===== src/rtl/seq_barrel_shifter_if.sv =====
// -----------------------------------------------------------------------------
// seq_barrel_shifter_if
// Handshake bundle for the sequential barrel shifter.
//
//   in_valid  : producer has a word + controls to shift
//   in_ready  : shifter can take a new transaction
//   in_data   : N-bit word to shift
//   in_shamt  : shift amount, 0..N-1
//   in_mode   : 00 SLL, 01 SRL, 10 SRA, 11 ROR
//   out_valid : out_data holds a finished result
//   out_ready : consumer takes the result
//   out_data  : N-bit shifted result
//
// Modports: slave = the shifter, master = the producer/consumer side.
// -----------------------------------------------------------------------------
interface seq_barrel_shifter_if #(
   parameter  int N = 32,
   localparam int S = $clog2(N)
);
   logic         in_valid;
   logic         in_ready;
   logic [N-1:0] in_data;
   logic [S-1:0] in_shamt;
   logic [1:0]   in_mode;
   logic         out_valid;
   logic         out_ready;
   logic [N-1:0] out_data;

   modport slave (
      input  in_valid, in_data, in_shamt, in_mode, out_ready,
      output in_ready, out_valid, out_data
   );

   modport master (
      output in_valid, in_data, in_shamt, in_mode, out_ready,
      input  in_ready, out_valid, out_data
   );
endinterface


===== src/rtl/seq_barrel_shifter.sv =====
// -----------------------------------------------------------------------------
// seq_barrel_shifter
// Multi-cycle barrel shifter: one log2 mux stage is applied per clock, so a
// full shift takes S = log2(N) cycles. Accepts one word per transaction on the
// input handshake and holds the result on the output handshake until taken.
//
// Ports:
//   clk : rising-edge clock
//   rst : asynchronous, active-high reset (aborts any transaction in flight)
//   bus : seq_barrel_shifter_if.slave (in_* request side, out_* result side)
//
// Timing: acceptance at edge E0 -> out_valid at edge E0+S. Minimum initiation
// interval S+2 with out_ready held high.
// -----------------------------------------------------------------------------

// -----------------------------------------------------------------------------
// sbs_stage
// One fixed-distance shift stage (distance SH) for all four modes.
//   i_data : working word
//   i_mode : 00 SLL, 01 SRL, 10 SRA, 11 ROR
//   o_data : word shifted by SH according to i_mode
// -----------------------------------------------------------------------------
module sbs_stage #(
   parameter int N  = 32,
   parameter int SH = 1
) (
   input  logic [N-1:0] i_data,
   input  logic [1:0]   i_mode,
   output logic [N-1:0] o_data
);
   localparam logic [1:0] MODE_SLL = 2'b00;
   localparam logic [1:0] MODE_SRL = 2'b01;
   localparam logic [1:0] MODE_SRA = 2'b10;
   localparam logic [1:0] MODE_ROR = 2'b11;

   // SH never exceeds N/2, so every slice below is non-empty.
   always_comb begin
      o_data = i_data;
      case (i_mode)
         MODE_SLL: o_data = {i_data[N-SH-1:0], {SH{1'b0}}};
         MODE_SRL: o_data = {{SH{1'b0}}, i_data[N-1:SH]};
         MODE_SRA: o_data = {{SH{i_data[N-1]}}, i_data[N-1:SH]};
         MODE_ROR: o_data = {i_data[SH-1:0], i_data[N-1:SH]};
         default:  o_data = i_data;
      endcase
   end
endmodule

module seq_barrel_shifter #(
   parameter  int N = 32,
   localparam int S = $clog2(N)
) (
   input  logic                  clk,
   input  logic                  rst,
   seq_barrel_shifter_if.slave   bus
);
   localparam logic [1:0] ST_IDLE  = 2'd0;
   localparam logic [1:0] ST_SHIFT = 2'd1;
   localparam logic [1:0] ST_DONE  = 2'd2;

   localparam logic [S-1:0] K_LAST = S'(S - 1);

   logic [1:0]   r_state;
   logic [S-1:0] r_k;
   logic [N-1:0] r_work;
   logic [S-1:0] r_shamt;
   logic [1:0]   r_mode;

   logic             w_in_ready;
   logic             w_accept;
   logic [S-1:0][N-1:0] w_stage;
   logic [N-1:0]     w_stage_sel;

   // One shifter per stage distance 2^g; the counter picks which one lands.
   for (genvar g = 0; g < S; g++) begin : g_stage
      sbs_stage #(.N(N), .SH(2 ** g)) u_stage (
         .i_data (r_work),
         .i_mode (r_mode),
         .o_data (w_stage[g])
      );
   end

   assign w_stage_sel = w_stage[r_k];

   // rst is folded in so in_ready reads 0 for the whole reset window even
   // though the state register already sits in IDLE.
   assign w_in_ready = (r_state == ST_IDLE) && !rst;
   assign w_accept   = bus.in_valid && w_in_ready;

   always_ff @(posedge clk or posedge rst) begin
      if (rst) begin
         r_state <= ST_IDLE;
         r_k     <= '0;
         r_work  <= '0;
         r_shamt <= '0;
         r_mode  <= '0;
      end else begin
         case (r_state)
            ST_IDLE: begin
               if (w_accept) begin
                  r_work  <= bus.in_data;
                  r_shamt <= bus.in_shamt;
                  r_mode  <= bus.in_mode;
                  r_k     <= '0;
                  r_state <= ST_SHIFT;
               end
            end
            ST_SHIFT: begin
               // Every stage is visited even when its shamt bit is 0, which
               // keeps latency fixed at S regardless of the shift amount.
               if (r_shamt[r_k]) r_work <= w_stage_sel;
               r_k <= r_k + 1'b1;
               if (r_k == K_LAST) r_state <= ST_DONE;
            end
            ST_DONE: begin
               if (bus.out_ready) r_state <= ST_IDLE;
            end
            default: r_state <= ST_IDLE;
         endcase
      end
   end

   // Outputs come straight from registers/state, so reset drops out_valid
   // and clears out_data at once.
   assign bus.in_ready  = w_in_ready;
   assign bus.out_valid = (r_state == ST_DONE);
   assign bus.out_data  = r_work;
endmodule


===== src/flat_wrapper.sv =====
// flat-port wrapper written by rule: the top's interface ports become plain ports
module seq_barrel_shifter_flat 
#(
   parameter  int N = 32,
   localparam int S = $clog2(N)
)
  (clk, rst, bus_in_valid, bus_in_data, bus_in_shamt, bus_in_mode, bus_out_ready, bus_in_ready, bus_out_valid, bus_out_data);
  seq_barrel_shifter_if #(.N(N)) bus_i ();
  input  logic clk;
  input  logic rst;
  input wire logic [$bits(bus_i.in_valid)-1:0] bus_in_valid;
  input wire logic [$bits(bus_i.in_data)-1:0] bus_in_data;
  input wire logic [$bits(bus_i.in_shamt)-1:0] bus_in_shamt;
  input wire logic [$bits(bus_i.in_mode)-1:0] bus_in_mode;
  input wire logic [$bits(bus_i.out_ready)-1:0] bus_out_ready;
  output wire logic [$bits(bus_i.in_ready)-1:0] bus_in_ready;
  output wire logic [$bits(bus_i.out_valid)-1:0] bus_out_valid;
  output wire logic [$bits(bus_i.out_data)-1:0] bus_out_data;
  assign bus_i.in_valid = bus_in_valid;
  assign bus_i.in_data = bus_in_data;
  assign bus_i.in_shamt = bus_in_shamt;
  assign bus_i.in_mode = bus_in_mode;
  assign bus_i.out_ready = bus_out_ready;
  assign bus_in_ready = bus_i.in_ready;
  assign bus_out_valid = bus_i.out_valid;
  assign bus_out_data = bus_i.out_data;
  seq_barrel_shifter #(.N(N)) u_core (.clk(clk), .rst(rst), .bus(bus_i));
endmodule

===== config.mk =====
export PLATFORM = sky130hd
export DESIGN_NAME = seq_barrel_shifter_flat
export DESIGN_NICKNAME = d
export VERILOG_FILES = /design/src/rtl/seq_barrel_shifter_if.sv /design/src/rtl/seq_barrel_shifter.sv /design/src/flat_wrapper.sv
export SDC_FILE = /design/constraint.sdc
export NUM_CORES = 1
export LEC_CHECK = 0
export BUFFER_PORTS_ARGS = -buffer_cell sky130_fd_sc_hd__buf_2
export CORE_MARGIN = 1.5
export CORE_UTILIZATION = 35
export DETAILED_ROUTE_END_ITERATION = 10
export PLACE_DENSITY_LB_ADDON = 0.25
export SYNTH_ARGS = -nofsm -noshare
export SYNTH_HDL_FRONTEND = slang
export SYNTH_SLANG_ARGS = --single-unit

===== constraint.sdc =====
create_clock -name clk -period 2.1 [get_ports clk]
set_input_delay 0.21 -clock clk [delete_from_list [all_inputs] [get_ports clk]]
set_output_delay 0.21 -clock clk [all_outputs]
set_load 0.05 [all_outputs]

# [Word level (Yosys, flattened, before mapping)]
# Cells that the tools add are included.
[word_totals] regBits=46 latch_bits=0 ram_bits=0 rom_bits=0 in_bits=43 out_inout_bits=34 elab_cells=45 n_memories=0
[op_classes] addsub=1 n_mul=0 div_mod_pow=0 n_lt_le_gt_ge=1 n_eq_ne=10 n_shift=0 n_mux=18 bitwise_logic=0 n_reduce_logical=10
[ops] op="$pmux W32 S4" n=5
[ops] op="$bmux W32 S3" n=1
[ops] op="$mux W32" n=3
[ops] op="$pmux W32 S2" n=1
[ops] op="$pmux W5 S2" n=1
[ops] op="$eq A2 B2 Y1 const B" n=3
[ops] op="$mux W2" n=3
[ops] op="$ne A2 B1 Y1 const B" n=3
[ops] op="$pmux W2 S3" n=1
[ops] op="$reduce_and A3 Y1" n=2
[ops] op="$add A5 B1 Y5 const B" n=1
[ops] op="$eq A5 B3 Y1 const B" n=1
[ops] op="$lt A5 B4 Y1 const B" n=1
[ops] op="$mux W5" n=1
[ops] op="$eq A2 B1 Y1 const B" n=2
[ops] op="$logic_not A2 Y1" n=2
[ops] op="$reduce_and A2 Y1" n=2
[ops] op="$bmux W1 S3" n=1
[ops] op="$logic_and A1 B1 Y1" n=2
[ops] op="$ne A2 B2 Y1 const B" n=1
[ops] op="$reduce_bool A2 Y1" n=1
[ops] op="$logic_not A1 Y1" n=1
[ops] op="$mux W1" n=1

# [Depth between registers and ports, before layout]
[depth] depth_word=6 depth_mapped=9 ltp_nobuf=5

# [Modules after synthesis]
# Synthesis repeated with hierarchy kept, for this count alone.
[unflattened] cells_unflattened=504 area_unflattened_um2=6165.9
[by_module_without_submodules] mod="seq_barrel_shifter" instances=1 cells_per_inst=276 area_per_inst_um2=3543.4 seq_area_each_um2=1151.1
[by_module_without_submodules] mod="sbs_stage (u_core.g_stage[4].u_stage)" instances=1 cells_per_inst=59 area_per_inst_um2=554.3 seq_area_each_um2=0.0
[by_module_without_submodules] mod="sbs_stage (u_core.g_stage[3].u_stage)" instances=1 cells_per_inst=46 area_per_inst_um2=524.3 seq_area_each_um2=0.0
[by_module_without_submodules] mod="sbs_stage (u_core.g_stage[0].u_stage)" instances=1 cells_per_inst=38 area_per_inst_um2=518.0 seq_area_each_um2=0.0
[by_module_without_submodules] mod="sbs_stage (u_core.g_stage[1].u_stage)" instances=1 cells_per_inst=40 area_per_inst_um2=513.0 seq_area_each_um2=0.0
[by_module_without_submodules] mod="sbs_stage (u_core.g_stage[2].u_stage)" instances=1 cells_per_inst=45 area_per_inst_um2=513.0 seq_area_each_um2=0.0

# [Worst setup path after synthesis]
# Ideal clock, no wire load.
[synth_path] kind="register -> register" from="register u_core.r_state[1]" to="register u_core.r_work[14] (netlist: u_core.bus.out_data[14])" setup_time_ns=0.083 arrival_ns=2.500 required_time_ns=2.017 path_slack_ns=-0.483 path_stages_with_launch=7 path_buffers=2 period_less_slack_ns=2.583 cell_sequence="dfrtp_1 -> nor3_1 -> and2_1 -> buf_2 -> clkbuf_1 -> a21oi_1 -> o21ai_0"
[synth_via] elab_chain_cells=5 word_cells_on_any_way=9 cone_classes="3 x eq/ne; 1 x mux; 5 x reduce/logical"
[synth_rtl] item="start: declaration" line_no="seq_barrel_shifter.sv:63" rtl="logic [1:0] r_state;"
[synth_rtl] item="start signal: assignment" line_no="seq_barrel_shifter.sv:92" rtl="r_state <= ST_IDLE;"
[synth_rtl] item="start signal: assignment" line_no="seq_barrel_shifter.sv:105" rtl="r_state <= ST_SHIFT;"
[synth_rtl] item="start signal: assignment" line_no="seq_barrel_shifter.sv:113" rtl="if (r_k == K_LAST) r_state <= ST_DONE;"
[synth_rtl] item="$logic_not A2 Y1" line_no="seq_barrel_shifter.sv:87" rtl="assign w_in_ready = (r_state == ST_IDLE) && !rst;"
[synth_rtl] item="$logic_and A1 B1 Y1" line_no="seq_barrel_shifter.sv:87"
[synth_rtl] item="named net bus_in_ready" line_no="flat_wrapper.sv:16" rtl="output wire logic [$bits(bus_i.in_ready)-1:0] bus_in_ready;"
[synth_rtl] item="$logic_and A1 B1 Y1" line_no="seq_barrel_shifter.sv:88" rtl="assign w_accept = bus.in_valid && w_in_ready;"
[synth_rtl] item="$ne A2 B1 Y1 (no line)"
[synth_rtl] item="$reduce_and A3 Y1 (no line)"
[synth_rtl] item="end signal: assignment" line_no="seq_barrel_shifter.sv:101" rtl="r_work <= bus.in_data;"
[synth_rtl] item="end signal: assignment" line_no="seq_barrel_shifter.sv:111" rtl="if (r_shamt[r_k]) r_work <= w_stage_sel;"
[synth_rtl] item="end: declaration" line_no="seq_barrel_shifter.sv:65" rtl="logic [N-1:0] r_work;"
# The timed path passes the listed nets, and every way through them passes these cells.
# A chain may end at the register's enable or synchronous reset.

# [Final worst setup path]
[layout_path] from="register u_core.r_mode[1]" to="register u_core.r_work[20] (netlist: u_core.bus.out_data[20])"
[layout_via] elab_chain_cells=6 word_cells_on_any_way=13 cone_classes="3 x eq/ne; 9 x mux; 1 x reduce/logical"
[layout_rtl] item="start: declaration" line_no="seq_barrel_shifter.sv:67" rtl="logic [1:0] r_mode;"
[layout_rtl] item="start signal: assignment" line_no="seq_barrel_shifter.sv:103" rtl="r_mode <= bus.in_mode;"
[layout_rtl] item="$eq A2 B2 Y1, or another cell as far along" line_no="seq_barrel_shifter.sv:39" rtl="case (i_mode)"
[layout_rtl] item="$pmux W32 S4" line_no="seq_barrel_shifter.sv:39"
[layout_rtl] item="$bmux W32 S3 (*)" line_no="seq_barrel_shifter.sv:83" rtl="assign w_stage_sel = w_stage[r_k];"
[layout_rtl] item="$mux W32 (implied by the code) (*)" line_no="seq_barrel_shifter.sv:83"
[layout_rtl] item="$mux W32 (*)" line_no="seq_barrel_shifter.sv:111"
[layout_rtl] item="$pmux W32 S2 (*)" line_no="seq_barrel_shifter.sv:98" rtl="case (r_state)"
# Every way passes the cells marked *; elsewhere a longest branch is shown, timed or not. The select of a mux whose other input is x is not followed.

==> results by group <==
Clocking
  • Htree depth: 2
  • Clock Path Buffers: 2
  • CTS Buf Count: 5
  • Clock Root Buffer: clkbuf_16
  • CTS tree: built
  • Worst-Skew Late Latency: 0.31 ns
  • Clock Sinks: 46
  • Clock transition at path regs: 0.07 ns

Placed design
  • Port bufs: 76
  • Post-DP HPWL: 16,500 um
  • Post-Place Cell Area: 0.00569 mm^2
  • DP Worst Slack: -0.0909 ns
  • RD Place Congestion: 0.983

Yosys
  • Synthesized Nets: 597
  • Top_reg_cell synth: dfrtp_1
  • Register bit total from synthesis: 46
  • Sequential area share after synthesis: 26.6%
  • Cell variety after synth: 62
  • Post-Syn Area: 0.00433 mm^2
  • Post-Synth XOR/XNOR Area: 0.202%
  • Synth Instances: 552
  • Ys Warns: 0
  • Synth Area in Adders: 0.578%
  • Top-area cell type share of the netlist area: 26.6%
  • Simple-gate portion of the synthesized area: 18.6%
  • Fraction of registers with async set/reset: 100%
  • Largest cells by area after synthesis: dfrtp_1, a21oi_1, o21ai_0
  • Syn Area/Cell: 7.85 um^2
  • Most frequent cell after synthesis: a21oi_1
  • Number of flops mapped to enable cells by yosys: 0
  • Largest family of logic cells by synthesized area: compound AO/OA/AOI/OAI gates
  • Post-synthesis mux area share: 8.35%
  • Area leader, netlist: dfrtp_1
  • Compound-gate portion of the synthesized area: 38.5%
  • Synth top cells by count: a21oi_1, nand2_1, o21ai_0

Worst setup path
  • Largest delay share family, worst path: compound AO/OA/AOI/OAI gates
  • CP arrival: 2.33 ns
  • Worst-path fanout max: 13
  • CP Class: reg -> reg
  • Critical Path RT: 2.35 ns
  • Cell repeated most along the worst path: buf_12
  • Worst Setup End Kind: flip-flop
  • WP buf/inv: 3
  • CP startpoint kind: flip-flop
  • Crit-path slowest cell: or3b_2
  • Critical Path Max Stage Delay: 0.53 ns
  • Critical-path cell list: buf_12, buf_12, or3b_2, a32o_1, o221ai_1, buf_4, a22o_1

Floorplan
  • Die Y: 114 um
  • Core area: 0.0121 mm^2
  • Full die area: 0.0131 mm^2
  • Starting density of the core: 35.9%
  • Row Count: 40
  • Die width: 114 um
  • Ports: 77

Timing
  • Max Slew Vio Count: 0
  • Final Critical Period: 2.08 ns
  • Worst hold slack: -0.0285 ns
  • Skew final: 0.00869 ns
  • Final setup vio count: 0
  • Fmax: 0.480 GHz
  • Fin crit share: 99.1%
  • Final worst slack: 0.0187 ns
  • Worst Max-Slew Pin Slew: 0.783 ns
  • Fin. Hold Viols: 22
  • Slew margin rel.: 47.8%

Routing
  • DRC: 0
  • Initial drt markers: 648
  • Post-DR vias/cell: 6.39
  • DR vias: 5,535
  • WL per Instance: 26.0 um
  • Initial DRT Pass Iterations: 5
  • ANT nets after route: 0
  • Final wirelength: 22,500 um

Global routing
  • Total global-route track usage: 33.9%
  • Initial antenna violation count: 0
  • Vias in the first global route: 5,206
  • Remaining Overflow, GRT: 0
  • Maximum number of pins on one net before global-route repair: 34
  • First-pass GRT wire length: 32,700 um

Final layout
  • Multi-input gate area: 0.00299 mm^2
  • Layout Nets: 742
  • P&R area growth vs syn: 39.6%
  • Antenna cells: 0
  • Design area: 0.00605 mm^2
  • Share of layout cells above drive strength 1: 38.4%
  • Fill cells: 1,239
  • FF/Latch Area: 0.00115 mm^2

Outcome
  • Failing checks: hold timing
  • Status: complete, but fails checks

Job
  • Max-cap violations: 0

Worst hold path
  • Hold Path Class: in -> async
flip-flops by register name, indices dropped and copies added, names as in the netlist:
name and flops:
u_core.r_shamt 5, u_core.r_state 2, u_core.bus.out_data 32, u_core.r_mode 2, u_core.r_k 5
worst paths after layout:
kind	slack (ns)	depth (start not counted)	from	to
min in group clk	0.13	3	bus_in_mode[0]	u_core.r_mode[0]
min reg2reg	0.50	1	u_core.r_k[4]	u_core.r_k[4]
min	-0.03	2	rst	u_core.r_state[1]
max	0.02	7	u_core.r_mode[1]	u_core.bus.out_data[20]
max in group asynchronous	1.57	3	rst	u_core.r_mode[0]
max reg2reg	0.02	7	u_core.r_mode[1]	u_core.bus.out_data[20]
stage by stage:
stage | hold slack, ns | TNS, ns | instances | utilization, %
2_1_floorplan | 0.327 | 0 | 552 | -
4_1_cts | 0.000459 | -0.00319 | 860 | 48.5
3_3_place_gp | 0.308 | -0.296 | 852 | 47.2
5_1_grt | 0.0207 | -0.0554 | 866 | 50.1
3_5_place_dp | 0.325 | -0.172 | 852 | 47.2
6_report | -0.0285 | 0 | 866 | 50.1
per-layer routing:
layer / share of wire [%] / track usage, % / vias up
li1: - / - / 2402
met5: 0 / 0 / -
met1: 43 / 46.9 / 2693
met4: 5.1 / 16.3 / 0
met3: 8.6 / 5.98 / 81
met2: 44 / 51.2 / 359
cells by family after synthesis:
family          Yosys count
xor+xnor                  1
fa+ha+maj                 2
flops                    46
compound gates          251
mux                      28
simple gates            156
buf+inv                  68
layout make-up:
| cell class | instances | share of cell area (%) |
|---|---|---|
| sequential | 46 | 19.1 |
| clock inverter | 1 | 0.0828 |
| multi-input combinational | 438 | 49.4 |
| clock buffer | 7 | 2.36 |
| tap | 168 | 3.48 |
| inverter | 10 | 0.621 |
| timing repair buffer | 196 | 25.0 |
worst register-to-register path: stages, from the launching register on:
cell and delay, ns:
dfrtp_2 0.48, buf_12 0.18, buf_12 0.14, or3b_2 0.53, a32o_1 0.29, o221ai_1 0.17, buf_4 0.14, a22o_1 0.11
repair_timing:
item,CTS,global route
gates cloned,0,3
gates resized for setup,7,30
hold endpoints to repair,0,0
pin swaps,0,3
setup buffers,0,4
hold buffers,0,0
setup endpoints to repair,5,20
layout by cell type (no fill, tap or decap), types with 5 or more instances in the layout:
cell / n
mux2i_1: 7
a311oi_1: 6
mux4_2: 5
nand3_1: 11
a31oi_1: 12
o221ai_1: 5
a22o_1: 9
buf_12: 14
o21a_1: 5
o22ai_1: 6
nand2_1: 56
a211oi_1: 5
o21ai_0: 47
nor2_1: 34
clkbuf_16: 8
a2111oi_1: 5
inv_1: 9
buf_2: 76
and2_1: 5
o31ai_1: 14
nand2b_1: 6
mux2_2: 15
buf_4: 103
dfrtp_1: 43
a21oi_1: 64
a21o_1: 7
o21ai_1: 7
or3b_2: 17
Power is left out: the tool's default activity adds up to more than one toggle a clock period on the data nets, which glitch-free logic cannot reach.
